<file path="config.mk">
export PLATFORM = sky130hd
export DESIGN_NAME = pc_secuenciador
export DESIGN_NICKNAME = d
export VERILOG_FILES = /design/src/rtl/pc_secuenciador.sv
export SDC_FILE = /design/constraint.sdc
export NUM_CORES = 1
export LEC_CHECK = 0
export ABC_AREA = 1
export CORE_MARGIN = 4
export CORE_UTILIZATION = 30
export CTS_BUF_LIST = sky130_fd_sc_hd__clkbuf_4
export DETAILED_ROUTE_END_ITERATION = 8
export SLEW_MARGIN = 20
export SYNTH_ARGS = -nofsm -noshare
export SYNTH_HDL_FRONTEND = slang
export SYNTH_SLANG_ARGS = --single-unit
export TNS_END_PERCENT = 50
</file>
<file path="constraint.sdc">
create_clock -name clk -period 2.3 [get_ports clk]
set_input_delay 0.46 -clock clk [delete_from_list [all_inputs] [get_ports clk]]
set_output_delay 0.46 -clock clk [all_outputs]
set_load 0.005 [all_outputs]
</file>
<file path="src/rtl/pc_secuenciador.sv">
// Fetch sequencer: issues instruction fetches at the PC and strobes each instruction for one execute cycle.
// Latency: at least 2 cycles per instruction; memory wait states extend FETCH one cycle each; HALT exits only via reset.
module pc_secuenciador #(
    parameter int          PC_BITS = 8,
    parameter logic [5:0]  HALT_OP = 6'b111111
) (
    input  logic        clk,
    input  logic        reset,
    input  logic        start,
    input  logic        SaltoCond,
    input  logic        oZero,
    input  logic [31:0] extSigno,
    input  logic        mem_ack,
    input  logic [31:0] mem_dato,
    output logic [31:0] direinstru,
    output logic        mem_req,
    output logic [31:0] instruccion,
    output logic        instr_valida,
    output logic        ocupado,
    output logic        detenido
);

    typedef enum logic [1:0] {
        IDLE  = 2'd0,
        FETCH = 2'd1,
        EXEC  = 2'd2,
        HALT  = 2'd3
    } state_t;

    state_t               state_q;
    logic [PC_BITS-1:0]   pc_q;
    logic [PC_BITS-1:0]   pc_seq_d;
    logic [PC_BITS-1:0]   pc_br_d;
    logic [31:0]          instr_q;
    logic                 mem_req_q;
    logic                 valida_q;
    logic                 ocupado_q;
    logic                 detenido_q;
    logic                 es_halt;
    logic                 salta;
    logic                 unused_ext;

    // Offset is in words and simply truncates to the PC width, so backward branches wrap naturally.
    assign pc_seq_d   = pc_q + PC_BITS'(1);
    assign pc_br_d    = pc_seq_d + extSigno[PC_BITS-1:0];
    assign es_halt    = (instr_q[31:26] == HALT_OP);
    assign salta      = SaltoCond & oZero;
    assign unused_ext = ^extSigno[31:PC_BITS];

    always_ff @(posedge clk or negedge reset) begin
        if (!reset) begin
            state_q    <= IDLE;
            pc_q       <= '0;
            instr_q    <= '0;
            mem_req_q  <= 1'b0;
            valida_q   <= 1'b0;
            ocupado_q  <= 1'b0;
            detenido_q <= 1'b0;
        end else begin
            case (state_q)
                IDLE: begin
                    if (start) begin
                        state_q   <= FETCH;
                        mem_req_q <= 1'b1;
                        ocupado_q <= 1'b1;
                    end
                end
                FETCH: begin
                    if (mem_ack) begin
                        state_q   <= EXEC;
                        instr_q   <= mem_dato;
                        mem_req_q <= 1'b0;
                        valida_q  <= 1'b1;
                    end
                end
                EXEC: begin
                    valida_q <= 1'b0;
                    // Halt wins over any branch decision presented in the same cycle.
                    if (es_halt) begin
                        state_q    <= HALT;
                        ocupado_q  <= 1'b0;
                        detenido_q <= 1'b1;
                    end else begin
                        state_q   <= FETCH;
                        mem_req_q <= 1'b1;
                        pc_q      <= salta ? pc_br_d : pc_seq_d;
                    end
                end
                default: begin
                    state_q <= HALT;
                end
            endcase
        end
    end

    assign direinstru   = 32'(pc_q);
    assign instruccion  = instr_q;
    assign mem_req      = mem_req_q;
    assign instr_valida = valida_q;
    assign ocupado      = ocupado_q;
    assign detenido     = detenido_q;

endmodule

</file>
==> metrics.md <==
| Metric | Value |
|---|---|
| Worst min-delay path category | primary input to async pin |
| Area share of and/or/nand/nor cells after synthesis | 29.7% |
| Routed WL per cell | 12.0 um |
| Final Hold Vio Count | 0 |
| Yosys cell types | 31 |
| EDFF count, synth | 0 |
| Vias in the first global route | 2196 |
| Post-Synthesis Cell Area | 0.00256 mm2 |
| H-tree depth | 2 |
| Vias/cell | 4.27 |
| Most frequent CP cell | nand2_1 |
| Setup CP Type | flop to flop |
| IO Port Bufs | 89 |
| Layout Nets | 493 |
| Clk_skew | 16.4 ps |
| Min Tclk post-route | 2060 ps |
| XOR/XNOR Fraction of Synth Area | 1.66% |
| Root Buffer Master | clkbuf_4 |
| DR pass1 iterations | 4 |
| First-pass GRT wire length | 10100 um |
| Fmax | 0.485 GHz |
| Worst setup EP type | flop |
| Final ANT Viol Nets | 0 |
| Crit start category | flop |
| Critical path's largest stage delay | 380 ps |
| Initial Util | 31.1% |
| Crit path launch | pc_q[0]$_DFFE_PN0P_ |
| Share of the yosys chip area belonging to registers | 44.9% |
| TritonCTS clock tree | yes |
| Crit Reg-Reg Startpoint | pc_q[0]$_DFFE_PN0P_ |
| Largest net degree at the start of global routing | 36 |
| Internal reg-to-reg setup slack | 240 ps |
| Outcome | finished clean |
| Post-synthesis compound-gate area fraction | 6.29% |
| Max-cap violations | 0 |
| Path depth of the worst reg2reg path | 13 |
| Initial antenna violation count | 0 |
| Final setup vio count | 0 |
| FFs w/ async S/R, synth | 100% |
| Die area | 0.0101 mm2 |
| Worst-Skew Late Latency | 360 ps |
| Die height | 100 um |
| Wirelength, routed | 6210 um |
| Slew HR | 64.0% |
| Post-synthesis register bit count | 46 |
| Leak | 1.79 nW |
| Cell Pwr Density | 1260 mW/mm2 |
| Adder-Cell Fraction of Synth Area | 5.17% |
| Tcrit/Tclk final | 89.7% |
| Cts hold-fix bufs | 0 |
| Predominant post-synthesis flop cell | dfrtp_1 |
| Core box area | 0.00826 mm2 |
| I/O pins | 138 |
| Final core occ | 43.7% |
| Mean Syn Cell Area | 8.02 um2 |
| Antenna Cells | 0 |
| RD Place Congestion | 0.780 |
| Reg2reg end | pc_q[7]$_DFFE_PN0P_ |
| Critical Path RT | 2600 ps |
| Clock sinks | 46 |
| DR vias | 2214 |
| Mux contribution to synthesized area | 0% |
| Synth Warn # | 0 |
| Critical path arrival | 2360 ps |
| Clock-pin slew on the worst setup and hold paths | 140 ps |
| Least-Margin Pin Slew | 539 ps |
| Largest fanout on the critical path | 4 |
| VDD IR max | 0.580 mV |
| Bufs on Longest Clock Path | 2 |
| GRT Total Usage | 12.5% |
| Syn Inst Count | 320 |
| Detailed Place HPWL | 4740 um |
| Initial DRC Count | 52 |
| Slowest CP cell | dfrtp_1 |
| Combinational family with the most area after synthesis | simple AND/OR/NAND/NOR gates |
| FP Rows | 33 |
| Layout area overhead | 40.7% |
| TritonCTS Buffers | 5 |
| Worst hold slack | 58.6 ps |
| Share of layout cells above drive strength 1 | 10.4% |
| DRC violations left | 0 |
| Die W | 100 um |
| Grt total ovfl | 0 |
| Critical Path End | pc_q[7]$_DFFE_PN0P_ |
| Max-slew violations | 0 |
| Worst-path cell chain | ha_2 -> nand2_1 -> nor2_1 -> nand2_1 -> xor2_2 -> ha_4 -> nand2_1 -> inv_1 -> a21oi_1 -> nand2_1 -> nand3_1 -> nand3_2 -> a21oi_2 |
## through the flow
stage	instances	setup WS, ps	area [um2]	TNS [ps]	power, mW
floorplan	343	353	2650	0	2.89
global placement	510	118	3480	0	3.95
detailed placement	510	98.0	3480	0	3.99
CTS	518	149	3570	0	4.54
global route	519	-16.4	3610	-16.4	5.02
finish	519	237	3610	0	4.54
## power by group
part | total [mW] | internal, mW | switching, mW
clock | 0.512 | 0.255 | 0.257
sequential | 1.44 | 1.17 | 0.269
combinational | 2.58 | 1.31 | 1.27
total | 4.54 | 2.74 | 1.80
## sequential cells by signal, indices dropped and copies added, names as in the netlist
| name | count |
|---|---|
| instruccion | 32 |
| mem_req | 1 |
| instr_valida | 1 |
| pc_q | 8 |
| state_q | 2 |
| detenido | 1 |
| ocupado | 1 |
## cell usage in the layout (no fill, tap or decap)
| cell type | count |
|---|---|
| a21o_1 | 1 |
| a31oi_1 | 5 |
| bufinv_16 | 1 |
| or2_2 | 1 |
| ha_1 | 6 |
| a211oi_1 | 1 |
| conb_1 | 24 |
| nor3_4 | 1 |
| nor2_1 | 12 |
| buf_2 | 1 |
| buf_12 | 1 |
| clkbuf_4 | 7 |
| o21bai_1 | 1 |
| buf_4 | 4 |
| o22ai_1 | 1 |
| nand3_1 | 10 |
| a21oi_1 | 11 |
| inv_2 | 6 |
| ha_2 | 1 |
| xor2_2 | 2 |
| nor2_4 | 4 |
| fa_1 | 1 |
| inv_1 | 17 |
| xor2_1 | 2 |
| nor2_2 | 2 |
| ha_4 | 2 |
| nand2_2 | 6 |
| nand3_2 | 3 |
| o21a_1 | 1 |
| nand2_1 | 138 |
| a21oi_2 | 1 |
| o21ai_0 | 4 |
| clkdlybuf4s50_1 | 88 |
| o21ai_1 | 2 |
| dfrtp_1 | 46 |
## layer usage
| metal | track usage (%) | vias to the layer above | part of all wire (%) |
|---|---|---|---|
| met1 | 15.1 | 995 | 41 |
| met4 | 3.94 | 0 | 1.6 |
| met3 | 6.37 | 7 | 12 |
| met2 | 19.3 | 85 | 44 |
| li1 | - | 1127 | - |
| met5 | 0 | - | 0 |
## area by class of cell
type	instances	area [um2]
Fill cell	818	4650
Multi-Input combinational cell	243	1220
Sequential cell	46	1150
Timing Repair Buffer	94	936
Tap cell	105	131
Inverter	23	86.3
Clock buffer	7	52.6
Clock inverter	1	30.0
## cells in the mapped netlist (4+ instances only)
cell type | count | share of area [%]
inv_2 | 6 | 0.88
nand2_2 | 6 | 1.5
o21ai_0 | 4 | 0.78
dfrtp_1 | 46 | 45
nor2_1 | 12 | 1.8
a31oi_1 | 5 | 1.2
nor2_4 | 4 | 1.8
a21oi_1 | 11 | 2.1
ha_1 | 9 | 4.4
buf_4 | 27 | 7.9
nand2_1 | 138 | 20
nand3_1 | 10 | 2.0
inv_1 | 17 | 2.5
## critical path, delay by kind of cell (launching register included)
kind	cells	cell delay, ps
DFF	1	380
xor gates and xnor gates	1	250
buffers and inverters	1	50
AOI/OAI and AO/OA	2	250
adders and majority gates	2	440
and+or+nand+nor	7	660
## cell families (layout without fill, tap and decap cells)
logic type / Yosys count / in the layout
AOI/OAI and AO/OA: 28 / 28
other: 1 / 24
xor gates and xnor gates: 4 / 4
buffers and inverters: 54 / 125
adders and majority gates: 10 / 10
and+or+nand+nor: 177 / 177
DFF: 46 / 46
## how the worst min path moves through the flow
| stage | end | from |
|---|---|---|
| after detailed placement | detenido$_DFFE_PN0P_ | detenido$_DFFE_PN0P_ |
| after CTS | instruccion[24]$_DFFE_PN0P_ | reset |
| after floorplan | detenido$_DFFE_PN0P_ | reset |
| after global routing | pc_q[5]$_DFFE_PN0P_ | reset |
| after global placement | detenido$_DFFE_PN0P_ | detenido$_DFFE_PN0P_ |
| final | instruccion[21]$_DFFE_PN0P_ | reset |
## repair_timing
action / CTS / global route
endpoints found under the setup margin: 0 / 1
setup buffers: 0 / 1
resized for setup: 0 / 4
No activity file was read; power rests on OpenSTA's default activity.
